--- config.mk ---
export PLATFORM = sky130hd
export DESIGN_NAME = mux4_sel
export DESIGN_NICKNAME = d
export VERILOG_FILES = /design/src/rtl/mux4_sel_pkg.sv /design/src/rtl/mux4_sel_reg.sv /design/src/rtl/mux4_sel.sv
export SDC_FILE = /design/constraint.sdc
export NUM_CORES = 1
export LEC_CHECK = 0
export ABC_AREA = 1
export CORE_MARGIN = 1
export CORE_UTILIZATION = 34
export DETAILED_ROUTE_END_ITERATION = 8
export HOLD_SLACK_MARGIN = 0.1
export PLACE_DENSITY = 0.86
export SLEW_MARGIN = 10
export SYNTH_ARGS = -nofsm -noshare
export SYNTH_HDL_FRONTEND = slang
export SYNTH_SLANG_ARGS = --single-unit
export TNS_END_PERCENT = 30
--- constraint.sdc ---
create_clock -name clk -period 2.52 [get_ports clk]
set_input_delay 0.378 -clock clk [delete_from_list [all_inputs] [get_ports clk]]
set_output_delay 0.378 -clock clk [all_outputs]
set_load 0.005 [all_outputs]
--- src/rtl/mux4_sel_pkg.sv ---
// rtl/mux4_sel_pkg.sv - select-code constants and helpers shared by the mux4_sel block
//
// Purpose: single source for the 4-bit select encodings, the default data
//          width and the illegal-select predicate.
// Ports:   none (package).

package mux4_sel_pkg;

   localparam int DEFAULT_WIDTH = 32;

   localparam logic [3:0] SEL_D0  = 4'h0;
   localparam logic [3:0] SEL_D1  = 4'h1;
   localparam logic [3:0] SEL_D2  = 4'h2;
   localparam logic [3:0] SEL_D3  = 4'h3;
   localparam logic [3:0] SEL_MAX = 4'h3;

   // Codes above SEL_MAX have no data input behind them.
   function automatic logic sel_illegal(input logic [3:0] code);
      return (code > SEL_MAX);
   endfunction

endpackage

--- src/rtl/mux4_sel_reg.sv ---
// rtl/mux4_sel_reg.sv - WIDTH+1-bit capture register with asynchronous active-high clear
//
// Purpose: holds the registered copy of the selected data plus its
//          illegal-select flag for pipelined or debug consumers.
// Ports:
//   clk  in   1          rising-edge capture clock
//   rst  in   1          asynchronous active-high clear
//   d    in   WIDTH+1    {sel_err, output_data} to capture
//   q    out  WIDTH+1    captured value

module mux4_sel_reg
   import mux4_sel_pkg::*;
#(
   parameter int WIDTH = DEFAULT_WIDTH
) (
   input  logic             clk,
   input  logic             rst,
   input  logic [WIDTH:0]   d,
   output logic [WIDTH:0]   q
);

   always_ff @(posedge clk or posedge rst) begin
      if (rst) begin
         q <= '0;
      end else begin
         q <= d;
      end
   end

endmodule

--- src/rtl/mux4_sel.sv ---
// rtl/mux4_sel.sv - four-way datapath selector with registered copy and illegal-select flag
//
// Purpose: routes one of four WIDTH-bit inputs to output_data under a 4-bit
//          select code with zero latency; a one-cycle registered copy and an
//          illegal-select flag are provided alongside.
// Ports:
//   clk            in   1      rising-edge clock (registered copy only)
//   rst            in   1      asynchronous active-high clear of registered outputs
//   d0..d3         in   WIDTH  data inputs, selected by codes 0x0..0x3
//   signal         in   4      binary select code
//   output_data    out  WIDTH  combinational selected data (0 for illegal codes)
//   sel_err        out  1      combinational, high when signal > 0x3
//   output_data_q  out  WIDTH  output_data registered on posedge clk
//   sel_err_q      out  1      sel_err registered on posedge clk

module mux4_sel
   import mux4_sel_pkg::*;
#(
   parameter int WIDTH = DEFAULT_WIDTH
) (
   input  logic             clk,
   input  logic             rst,
   input  logic [WIDTH-1:0] d0,
   input  logic [WIDTH-1:0] d1,
   input  logic [WIDTH-1:0] d2,
   input  logic [WIDTH-1:0] d3,
   input  logic [3:0]       signal,
   output logic [WIDTH-1:0] output_data,
   output logic             sel_err,
   output logic [WIDTH-1:0] output_data_q,
   output logic             sel_err_q
);

   logic [WIDTH:0] reg_d;
   logic [WIDTH:0] reg_q;

   // The default arm covers both illegal codes and X/Z selects, so the
   // output is always driven and no latch can form.
   always_comb begin
      output_data = '0;
      case (signal)
         SEL_D0:  output_data = d0;
         SEL_D1:  output_data = d1;
         SEL_D2:  output_data = d2;
         SEL_D3:  output_data = d3;
         default: output_data = '0;
      endcase
   end

   assign sel_err = sel_illegal(signal);

   assign reg_d = {sel_err, output_data};

   mux4_sel_reg #(
      .WIDTH (WIDTH)
   ) u_reg (
      .clk (clk),
      .rst (rst),
      .d   (reg_d),
      .q   (reg_q)
   );

   assign sel_err_q     = reg_q[WIDTH];
   assign output_data_q = reg_q[WIDTH-1:0];

endmodule

==> flow_summary.yaml, run 1 <==
power_and_ir_drop:
  p_leak_nw: 2.27
  power.internal_mw: 1.17
  power_density_nw_per_um2: 340
  switching_share: 0.265
  power.total_mw: 1.59
  power.share.combinational: 0.355
  vdd.ir_drop.worst_mv: 0.208
  power.clock.fraction: 0.287
  share_seq_of_total_power: 0.358
  power.net_switching_uw: 420
routing:
  route.final.wire_length_um: 9390
  drt_first_iter_violations: 178
  detailedRoute.firstPassIterationCount: 6
  detail_route.wl_per_cell_um: 14.7
  via_count: 3143
  drt-vias-per-instance: 4.93
  detail_route.drc_violations: 26
  detail-route-antenna-nets: 0
floorplanning:
  fp-row-count: 29
  floorplan.core_area_um2: 6420
  die-area_um2: 7040
  die_w_um: 83.9
  start_util: 0.355
  chipHeight_um: 83.9
  top_level_ports: 200
sta:
  max_freq_ghz: 0.429
  maxSlewHeadroom: 0.684
  setup_violations: 0
  fin_hold_ws_ps: 502
  timing_max_transition_violations_final: 0
  final_min_period_over_clock_period: 0.924
  rsz0062_at_grt: "no"
  timing_worst_slew_pin_value_ps: 474
  finalHoldViolCount: 0
  fin_crit_ps: 2330
clock_network:
  cts.path.max_buffers: 2
  h-tree-depth: 2
  cts.sink_count: 33
  ctsRootBufferMaster: "sky130_fd_sc_hd__clkbuf_8"
  cts_tree: "built"
  clk_pin_slew_worst_paths_ps: 80
  cts-buffers-inserted: 5
finish:
  largest_registers: "u_reg.q x33"
  layout-drive-gt1-share: 0.0696
  largest_register_ff_count: 33
  area_delta_synth_final_pct: 105
  design.final.nets: 693
  registers.top_by_ff_count: "u_reg.q"
  core_occupancy_in_the_finished_layout: 0.726
  post_layout_nonfiller_instances: 637
  antenna-diode-count: 0
grt:
  gr-total-overflow: 0
  via_count_of_the_first_global_routing_pass: 3015
  antenna_found_initial: 0
  grt_util_all_layers: 0.265
  wire_length_of_the_first_global_routing_pass_um: 14500
  grt_start_max_net_pins: 34
synthesis:
  synth_cell_type_count: 10
  syn_inst: 357
  synth_area_per_cell_um2: 6.39
  synthesis.yosys.warnings: 0
  synth.yosys.seq_area_share: 0.362
  mappedNetlistNets: 491
  synth-seq-cells: 33
  syn_area_um2: 2280
hold_path:
  holdCritPathClass: "in -> async"
setup_path:
  critical_path.endpoint_type: "primary output"
  timing.critical_path.arrival_ps: 1950
  critical_path_required_ps: 2140
  timing.setup.critical_path_class: "in -> out"
  crit_path_start_kind: "primary input"
  path_max_fanout: 16
placed_design:
  placed_cells: 624
  gp_congestion: 0.861
  port_buffers: 199
  dp_hpwl_um: 6850
outcome:
  violations: "design-rule violations"
  run_status: "finished, violations left"
run:
  drv.max_cap_violation_count: 0
area by class of cell:
class	instances	area [um2]
fill	504	1760
multi-input combinational	229	1050
clock buffer	7	96.3
timing repair buffer	221	2330
inverter	69	259
clock inverter	1	5.00
tap	77	96.3
sequential	33	826
placed cells by master, fill, tap and decap left out:
| master | instances |
|---|---|
| sky130_fd_sc_hd__nand2_1 | 97 |
| sky130_fd_sc_hd__buf_2 | 1 |
| sky130_fd_sc_hd__buf_4 | 6 |
| sky130_fd_sc_hd__buf_16 | 2 |
| sky130_fd_sc_hd__dlymetal6s2s_1 | 2 |
| sky130_fd_sc_hd__buf_12 | 10 |
| sky130_fd_sc_hd__nor2_4 | 4 |
| sky130_fd_sc_hd__inv_1 | 64 |
| sky130_fd_sc_hd__clkbuf_8 | 7 |
| sky130_fd_sc_hd__clkdlybuf4s50_1 | 195 |
| sky130_fd_sc_hd__inv_2 | 5 |
| sky130_fd_sc_hd__dfrtp_1 | 33 |
| sky130_fd_sc_hd__nand3_1 | 128 |
| sky130_fd_sc_hd__clkinv_2 | 1 |
| sky130_fd_sc_hd__buf_6 | 3 |
| sky130_fd_sc_hd__dlygate4sd2_1 | 2 |
cell usage after synthesis:
cell type	instances	area share
sky130_fd_sc_hd__buf_2	15	0.033
sky130_fd_sc_hd__inv_1	64	0.11
sky130_fd_sc_hd__inv_2	5	0.0082
sky130_fd_sc_hd__nor2_1	1	0.0016
sky130_fd_sc_hd__dfrtp_1	33	0.36
sky130_fd_sc_hd__buf_4	11	0.036
sky130_fd_sc_hd__nor2_4	2	0.0099
sky130_fd_sc_hd__nand3_1	128	0.28
sky130_fd_sc_hd__nor2_2	1	0.0027
sky130_fd_sc_hd__nand2_1	97	0.16
logic make-up after synthesis:
logic type             after synthesis  share of synthesized area
buffers and inverters               95                      0.183
flip-flops                          33                      0.362
AND/OR/NAND/NOR                    229                      0.455
repair_timing:
item | in CTS | in global routing
hold endpoints to repair | 0 | 0
setup buffers | 2 | 0
gates cloned | 3 | 0
resized for setup | 8 | 2
pin swaps | 2 | 1
hold buffers | 0 | 0
setup endpoints to repair | 9 | 30
worst max-delay path: stages:
cell                              delay, ps
sky130_fd_sc_hd__dlygate4sd2_1          360
sky130_fd_sc_hd__inv_2                   70
sky130_fd_sc_hd__nor2_4                 150
sky130_fd_sc_hd__buf_12                 170
sky130_fd_sc_hd__nand3_1                 80
sky130_fd_sc_hd__nand2_1                 80
sky130_fd_sc_hd__inv_1                   40
sky130_fd_sc_hd__nand2_1                 90
sky130_fd_sc_hd__clkdlybuf4s50_1        520
stage by stage:
step / worst slack (ps) / area [um2] / TNS (ps)
after floorplan: 1050 / 2280 / 0
after global routing: 86.8 / 4670 / 0
after global placement: -21.4 / 4450 / -21.4
final: 191 / 4670 / 0
after detailed placement: -57.4 / 4450 / -210
after CTS: 2.20 / 4660 / 0
layer usage:
metal | track usage | routed length (um) | vias up
li1 | - | - | 1515
met1 | 0.280 | 3450 | 1437
met2 | 0.484 | 4680 | 162
met3 | 0.0682 | 891 | 29
met4 | 0.130 | 360 | 0
met5 | 0 | 0 | -
power groups by stage:
stage	Sequential, mW	Clock, mW	Combinational, mW
6_report	0.568	0.455	0.564
5_1_grt	0.570	0.484	0.603
4_1_cts	0.568	0.473	0.565
3_5_place_dp	0.579	0	0.538
3_3_place_gp	0.577	0	0.529
2_1_floorplan	0.582	0	0.139
final timing paths:
path / startpoint / to / slack [ps]
worst max-delay path: signal[0] / output_data[31] / 190
worst min-delay path: rst / u_reg.q[23] / 500
min in group clk: signal[2] / u_reg.q[32] / 740
max in group asynchronous: rst / u_reg.q[24] / 1690
(Power assumes the default switching activity.)
==> run 2: changes to the inputs <==
--- a/config.mk
+++ b/config.mk
@@ -14,5 +14,6 @@
 export SLEW_MARGIN = 10
 export SYNTH_ARGS = -nofsm -noshare
 export SYNTH_HDL_FRONTEND = slang
+export SYNTH_HIERARCHICAL = 1
 export SYNTH_SLANG_ARGS = --single-unit
 export TNS_END_PERCENT = 30
==> constraint.sdc (replaced) <==
create_clock -name clk -period 2.52 [get_ports clk]
set_input_delay 0.252 -clock clk [delete_from_list [all_inputs] [get_ports clk]]
set_output_delay 0.252 -clock clk [all_outputs]
set_load 0.005 [all_outputs]
==> flow_summary.yaml, run 2 <==
clock_network:
  cts_tree: "built"
  cts.path.max_buffers: 2
  post_cts_hold_buffer_count: 0
  ctsRootBufferMaster: "sky130_fd_sc_hd__clkbuf_8"
  cts.sink_count: 33
  cts-resized-gates: 0
  post-cts-setup-buffer-count: 0
  h-tree-depth: 2
  cts-buffers-inserted: 5
  clk_pin_slew_worst_paths_ps: 70
outcome:
  run_status: "finished, violations left"
  violations: "design-rule violations"
sta:
  totalNegativeSetupSlack_ps: 0
  timing_worst_slew_pin_value_ps: 466
  finalHoldViolCount: 0
  max_freq_ghz: 0.419
  final_min_period_over_clock_period: 0.947
  timing_max_transition_violations_final: 0
  rsz0062_at_grt: "no"
  setup_violations: 0
  maxSlewHeadroom: 0.689
  fin_crit_ps: 2390
synthesis:
  yosysTopAreaCell: "sky130_fd_sc_hd__dfrtp_1"
  synthTopCellsByCount: "sky130_fd_sc_hd__nand3_1 (128), sky130_fd_sc_hd__nand2_1 (97), sky130_fd_sc_hd__inv_1 (64)"
  yosys.area.top_type_share: 0.362
  synthesis.yosys.warnings: 6
  synth.area.top_cells: "sky130_fd_sc_hd__dfrtp_1 (36%), sky130_fd_sc_hd__nand3_1 (28%), sky130_fd_sc_hd__nand2_1 (16%), sky130_fd_sc_hd__inv_1 (11%), sky130_fd_sc_hd__buf_4 (3.6%)"
  synthMostInstantiatedCell: "sky130_fd_sc_hd__nand3_1"
  synth_edf_count: 0
  synth_area_per_cell_um2: 6.39
  synth.yosys.seq_area_share: 0.362
  synth-async-reset-ratio: 1.00
  synth_cell_type_count: 10
  syn_inst: 357
  synth-main-ff-cell: "sky130_fd_sc_hd__dfrtp_1"
  syn_area_um2: 2280
  synth-seq-cells: 33
  mappedNetlistNets: 491
power_and_ir_drop:
  power.clock.fraction: 0.263
  power.internal_mw: 1.09
  power.share.combinational: 0.352
  p_leak_nw: 2.13
  switching_share: 0.264
  power_density_nw_per_um2: 333
  power.net_switching_uw: 390
  share_seq_of_total_power: 0.385
  vdd.ir_drop.worst_mv: 0.184
floorplanning:
  floorplan.core_area_um2: 6420
  fp-row-count: 29
  die-area_um2: 7040
  die_w_um: 83.9
  start_util: 0.355
  chipHeight_um: 83.9
  top_level_ports: 200
finish:
  design.final.nets: 680
  registers.top_by_ff_count: "u_reg/q"
  area_delta_synth_final_pct: 94.2
  antenna-diode-count: 0
  largest_register_ff_count: 33
  core_occupancy_in_the_finished_layout: 0.689
  layout_common_cells: "sky130_fd_sc_hd__clkdlybuf4s50_1 (199), sky130_fd_sc_hd__nand3_1 (128), sky130_fd_sc_hd__nand2_1 (97)"
  layout-drive-gt1-share: 0.0420
  leading_cell_type_in_the_layout_fill_and_taps_excluded: "sky130_fd_sc_hd__clkdlybuf4s50_1"
  largest_registers: "u_reg/q x33"
setup_path:
  cpPeakStageDelay_ps: 600
  timing.setup.critical_path_class: "in -> out"
  critical_path_required_ps: 2270
  critical_path.endpoint_type: "primary output"
  path_max_fanout: 16
  crit_path_start_kind: "primary input"
  timing.critical_path.arrival_ps: 2130
  cell_breakdown_of_the_critical_path: "clkdlybuf4s50_1 -> inv_2 -> nor2_4 -> buf_4 -> nand3_1 -> nand2_1 -> inv_1 -> nand2_1 -> clkdlybuf4s50_1"
  worst_path_max_delay_cell: "sky130_fd_sc_hd__clkdlybuf4s50_1"
run:
  drv.max_cap_violation_count: 0
routing:
  route.final.wire_length_um: 8790
  via_count: 3056
  detail-route-antenna-nets: 0
  detailedRoute.firstPassIterationCount: 7
  detail_route.wl_per_cell_um: 14.1
  detail_route.drc_violations: 28
  drt-vias-per-instance: 4.90
  drt_first_iter_violations: 144
placed_design:
  port_buffers: 199
  dp_hpwl_um: 6640
  gp_congestion: 0.873
grt:
  via_count_of_the_first_global_routing_pass: 3050
  wire_length_of_the_first_global_routing_pass_um: 14100
  grt_start_max_net_pins: 80
  grt_util_all_layers: 0.252
  antenna_found_initial: 0
  gr-total-overflow: 0
hold_path:
  holdCritPathClass: "in -> async"
-- run 2: cell counts after synthesis --
No cell type changed its count.
-- run 2: cells by family after synthesis --
kind of cell	synth area share
DFF	0.362
and+or+nand+nor	0.455
buffers and inverters	0.183
-- run 2: area by class of cell --
cell class	count	area (um2)
clock buffers	8	80.1
fillers	521	1990
inverters	69	259
multi-input cells	229	1040
flip-flops and latches	33	826
well taps	77	96.3
repair buffers	208	2120
-- run 2: worst max path at each step --
stage | slack (ps) | startpoint | cells after the start | endpoint
global placement | 250 | signal[0] | 9 | output_data[26]
detailed placement | 140 | signal[0] | 9 | output_data[21]
finish | 130 | signal[0] | 9 | output_data[21]
floorplan | 1300 | signal[3] | 7 | output_data[0]
global route | 50 | signal[0] | 9 | output_data[21]
CTS | 140 | signal[0] | 9 | output_data[21]
-- run 2: power by group through the flow --
| stage | Clock, mW | Combinational [mW] | Sequential (mW) |
|---|---|---|---|
| after global routing | 0.429 | 0.557 | 0.571 |
| after floorplan | 0 | 0.139 | 0.582 |
| after global placement | 0 | 0.509 | 0.577 |
| after detailed placement | 0 | 0.520 | 0.579 |
| after CTS | 0.405 | 0.521 | 0.569 |
| final | 0.389 | 0.519 | 0.568 |
-- run 2: layer usage --
layer | wire length [um] | vias to the layer above | track usage
met5 | 0 | - | 0
met4 | 191 | 0 | 0.0956
met3 | 798 | 17 | 0.0801
met2 | 4650 | 159 | 0.472
met1 | 3140 | 1394 | 0.259
li1 | - | 1486 | -
-- run 2: worst max-delay path, delay by kind of cell --
family | cells | cell delay, ps
buf+inv | 5 | 1470
simple gates | 4 | 410
-- run 2: stage by stage --
step	worst slack (ps)	total power, mW	std cells	cell area [um2]	hold WS (ps)
finish	134	1.48	624	4430	401
global route	48.2	1.56	624	4430	423
CTS	140	1.49	624	4430	398
detailed placement	144	1.10	616	4350	699
global placement	247	1.09	616	4350	689
floorplan	1300	0.721	357	2280	381
==> run 3: changes to the inputs <==
--- a/config.mk
+++ b/config.mk
@@ -8,8 +8,8 @@
 export ABC_AREA = 1
 export CORE_MARGIN = 1
 export CORE_UTILIZATION = 34
+export CTS_CLUSTER_SIZE = 40
 export DETAILED_ROUTE_END_ITERATION = 8
-export HOLD_SLACK_MARGIN = 0.1
 export PLACE_DENSITY = 0.86
 export SLEW_MARGIN = 10
 export SYNTH_ARGS = -nofsm -noshare
==> results of run 3 <==
Final layout, timing and power as in run 2 (identical DEF).
==> patch 1 (settings of run 1) <==
Change the package constant `DEFAULT_WIDTH` from 32 to 48.
--- a/src/rtl/mux4_sel_pkg.sv
+++ b/src/rtl/mux4_sel_pkg.sv
@@ -6,7 +6,7 @@
 
 package mux4_sel_pkg;
 
-   localparam int DEFAULT_WIDTH = 32;
+   localparam int DEFAULT_WIDTH = 48;
 
    localparam logic [3:0] SEL_D0  = 4'h0;
    localparam logic [3:0] SEL_D1  = 4'h1;
Ports: changed (6 resized); port bits go from 200 to 296. No check against the original RTL was run, so the function may have changed too.
==> patch 1 against run 1 <==
  * Utilization is 3.2 points higher
  * Via count increased by 52%
  * Synthesized cell count is 49% higher
  * Critical path depth is 1 higher
  * Setup slack got worse by 0.13 ns
  * Critical endpoint is now output_data[2]
  * Design area rose by 52%
  * Routed wire length is 72% higher
  * Sequential cell count up 16
  * Sequential share of layout area shrank 0.45 points
  * Final cell count rose by 54%
  * Area after synthesis up 46%
  * Largest power group is now combinational cells
  * Total power is 39% higher
==> patch 1: results (changes against run 1) <==
[run_status]
status=finished, final reports clean  ; was finished with violations

[place]
globalplace.congestion=0.868  ; was 0.861
dp_slack_ns=-0.0971  ; was -0.0574 ns
port_buffers=295  ; was 199
dp_hpwl_um=11900  ; was 6850 µm

[timing]
worstMarginPinSlew_ns=0.458  ; was 0.474 ns

[grt]
grt_pass1_wl_um=23700  ; was 14500 µm
grt_pass1_vias=4934  ; was 3015
grt_start_max_net_pins=33  ; was 34
grt_util_all_layers_pct=30.7  ; was 26.5%
antenna_found_initial=0  ; unchanged

[finish]
final_layout_size_suffix_gt1_share_pct=8.57  ; was 6.96%
nFillCells=715  ; was 504
reg_top3=u_reg.q: 49 flops  ; was u_reg.q: 33 flops
fin_nets=1050  ; was 693

[drt]
drt-pass1-iter-count=5  ; was 6
wl_per_cell_um=16.4  ; was 14.7 µm
drt-initial-drc-count=124  ; was 178
vias=4770  ; was 3143

[clock_network]
numCtsBuffers=5  ; unchanged
clk_path_buf_depth=2  ; unchanged
cts_root_buffer=clkbuf_8  ; unchanged
path_clk_slew_ns=0.10  ; was 0.08 ns

[synthesis]
ys_warn_count=0  ; unchanged
seq_area_frac_synth_pct=36.8  ; was 36.2%
yosys-top-cells-count=192 x nand3_1, 145 x nand2_1, 98 x inv_1  ; was 128 x nand3_1, 97 x nand2_1, 64 x inv_1
synth_nets=730  ; was 491
synth_cell_type_count=11  ; was 10
synth_flop_cell=dfrtp_1  ; unchanged
synth_area_leaders=dfrtp_1 37%, nand3_1 29%, nand2_1 16%  ; was dfrtp_1 36%, nand3_1 28%, nand2_1 16%

[power_and_ir_drop]
p_int_w=0.00161  ; was 0.00117 W
p_leak_nw=3.59  ; was 2.27 nW
irDropWorstVdd_uv=265  ; was 208 µV

[hold_path]
hold_class=primary input to asynchronous set/reset pin  ; unchanged

[setup_path]
cp_top_family=buffers and inverters  ; unchanged
crit_fanout=9  ; was 16
worstPathArrival_ns=2.08  ; was 1.95 ns
crit_path_top_delay_cell=clkdlybuf4s50_1  ; unchanged

[patch 1: changes by cell type after synthesis, moves of 6 or more]
cell and change:
dfrtp_1 +16, nand2_1 +48, clkbuf_1 +9, inv_1 +34, buf_4 -6, buf_2 +11, nand3_1 +64
[patch 1: power groups by stage]
stage | Clock [W] | Sequential [W] | Combinational (W)
2_1_floorplan | 0 | 0.000864 | 0.000197
3_3_place_gp | 0 | 0.000857 | 0.000817
3_5_place_dp | 0 | 0.000859 | 0.000831
4_1_cts | 0.000504 | 0.000844 | 0.000881
5_1_grt | 0.000538 | 0.000848 | 0.000940
6_report | 0.000485 | 0.000844 | 0.000884
[patch 1: metrics by stage]
step / TNS [ns] / instances / instance area [µm²]
after floorplan: 0 / 532 / 3340
final: 0 / 982 / 7110
after global placement: -1.28 / 963 / 6760
after detailed placement: -2.46 / 963 / 6760
after CTS: 0 / 980 / 7060
after global routing: -0.0190 / 981 / 7110
[patch 1: cells by family after synthesis]
kind of cell | count (synthesis) | share of synthesized area (%)
AND/OR/NAND/NOR | 341 | 45.7
flip-flops | 49 | 36.8
buffers and inverters | 142 | 17.5
[patch 1: per-layer routing]
layer | vias up | track usage (%) | share of wire (%)
met2 | 262 | 57.8 | 53
met1 | 2154 | 30.3 | 34
met4 | 0 | 16.9 | 4.1
met5 | - | 0 | 0
met3 | 50 | 8.18 | 8.9
li1 | 2304 | - | -
[patch 1: final cells by class]
class	instances	share of cell area, %
sequential	49	17.3
inverter	101	5.33
timing repair buffer	354	52.1
clock buffer	7	1.21
tap	129	2.27
multi-input combinational	341	21.8
antenna	1	0.0352
[patch 1: final timing paths]
kind / depth (start not counted) / endpoint / slack (ns) / startpoint
setup / recovery: 10 / output_data[2] / 0.06 / signal[1]
hold / removal: 2 / u_reg.q[18] / 0.41 / rst
max in group asynchronous: 3 / u_reg.q[23] / 1.56 / rst
min in group clk: 5 / u_reg.q[31] / 0.73 / d3[31]
[patch 1: what timing repair did]
item                                    4_1_cts  5_1_grt
buffers inserted                              5        1
cloned                                        5        0
endpoints found under the hold margin         0        0
pin swaps                                     1        2
endpoints found under the setup margin       47       19
resized for setup                            15        9
==> patch 2 (flow settings as in run 1) <==
Without the edit above. Reset style: synchronous (`rst`), changed in one clocked block. Comments in the files are not updated.
--- a/src/rtl/mux4_sel_reg.sv
+++ b/src/rtl/mux4_sel_reg.sv
@@ -19,7 +19,7 @@
    output logic [WIDTH:0]   q
 );
 
-   always_ff @(posedge clk or posedge rst) begin
+   always_ff @(posedge clk) begin
       if (rst) begin
          q <= '0;
       end else begin
Formal check against the unedited RTL: differs if rst is asserted again (counterexample within 4 cycles, from zero or initial values and one cycle with rst high); with rst held inactive, the same outputs for 10 cycles.
==> patch 2 against run 1 <==
  * Total power down 1.8%
  * Design area rose by 3.3%
  * Setup slack improved by 0.044 ns
  * Sequential cell count is the same
  * Routed wire length is 4.5% higher
  * Area after synthesis shrank 0.49%
  * Highest routed layer unchanged
==> patch 2: results (changes against run 1) <==
[timing]
slew_headroom_pct=42.8  ; was 68.4%
holdWs_ns=0.693  ; was 0.502 ns
max_freq_mhz=438  ; was 429 MHz

[setup_path]
crit_fanout=16  ; unchanged
crit_path_top_delay_cell=clkdlybuf4s50_1  ; unchanged
worstPathArrival_ns=1.91  ; was 1.95 ns

[synthesis]
synth_flop_cell=dfxtp_1  ; was dfrtp_1
synth_area_leaders=dfxtp_1 29%, nand3_1 26%, nand2_1 11%  ; was dfrtp_1 36%, nand3_1 28%, nand2_1 16%
yosys-top-cells-count=118 x nand3_1, 65 x nand2_1, 43 x nor2_1  ; was 128 x nand3_1, 97 x nand2_1, 64 x inv_1
synth_nets=495  ; was 491
ys_async_sr_fraction_pct=0  ; was 100%
seq_area_frac_synth_pct=29.1  ; was 36.2%
syn_avg_cell_area_um2=6.28  ; was 6.39 µm²
synth_cell_type_count=13  ; was 10

[hold_path]
hold_class=primary input to flip-flop  ; was primary input to asynchronous set/reset pin
min_from=rst

[place]
dp_hpwl_um=6610  ; was 6850 µm
placed_area_um2=4480  ; was 4450 µm²
globalplace.congestion=0.809  ; was 0.861
dp_slack_ns=-0.000133  ; was -0.0574 ns
dp.cells=636  ; was 624

[grt]
grt_pass1_vias=3056  ; was 3015
grt_start_max_net_pins=69  ; was 34
grt_pass1_wl_um=13800  ; was 14500 µm
antenna_found_initial=0  ; unchanged
grt_util_all_layers_pct=24.2  ; was 26.5%

[finish]
final_layout_size_suffix_gt1_share_pct=15.9  ; was 6.96%
nFillCells=499  ; was 504
fin_nets=711  ; was 693

[drt]
routed_via_density=5.05  ; was 4.93
detail_route.wirelength_um=9810  ; was 9390 µm
wl_per_cell_um=15.0  ; was 14.7 µm
drt-initial-drc-count=150  ; was 178
drt-pass1-iter-count=4  ; was 6

[run_status]
status=finished, final reports clean  ; was finished with violations

[power_and_ir_drop]
netSwitchingPower_w=0.000420  ; about the same
irDropWorstVdd_uv=305  ; was 208 µV
p_leak_nw=2.31  ; was 2.27 nW

[clock_network]
clk_path_buf_depth=2  ; unchanged

## patch 2: layer usage
layer / wire length (µm) / vias up / track usage, %
li1: - / 1589 / -
met1: 3570 / 1502 / 25.9
met2: 5120 / 180 / 45.5
met3: 773 / 30 / 4.55
met4: 344 / 0 / 10.9
met5: 0 / - / 0
## patch 2: layout make-up
class                           count  share of cell area, %
Tap cell                           77                   2.00
Clock buffer                        7                   1.79
Inverter                           36                   2.80
Sequential cell                    33                   13.7
Timing Repair Buffer              239                   53.0
Multi-Input combinational cell    262                   26.7
## patch 2: path summary, 6_finish.rpt
path | to | depth (start not counted)
hold / removal | u_reg.q[28] | 2
setup / recovery | output_data[23] | 9
## patch 2: cells by family after synthesis
group / after synthesis / share of synthesized area (%)
and+or+nand+nor: 262 / 55.9
buffers and inverters: 66 / 14.9
DFF: 33 / 29.1
## patch 2: what timing repair did
action / 4_1_cts / 5_1_grt
setup buffers: 0 / 2
gates resized for setup: 1 / 12
cloned: 0 / 9
setup endpoints to repair: 2 / 32
pin swaps: 0 / 1
## patch 2: worst max-delay path: cells and delay by family
kind          cells  cell delay (ns)
simple gates      4             0.36
buf+inv           5             1.16
## patch 2: through the flow
stage,setup TNS (ns),util [%]
after floorplan,0,-
after global placement,0,70.2
after detailed placement,-0.000133,70.2
after CTS,-0.00886,71.5
after global routing,0,75.5
final,0,75.5
## patch 2: power groups by stage
stage / registers, W / logic (W) / clock network [W]
floorplan: 0.000561 / 0.000163 / 0
global placement: 0.000558 / 0.000539 / 0
detailed placement: 0.000558 / 0.000549 / 0
CTS: 0.000547 / 0.000551 / 0.000418
global route: 0.000548 / 0.000641 / 0.000441
finish: 0.000546 / 0.000602 / 0.000410
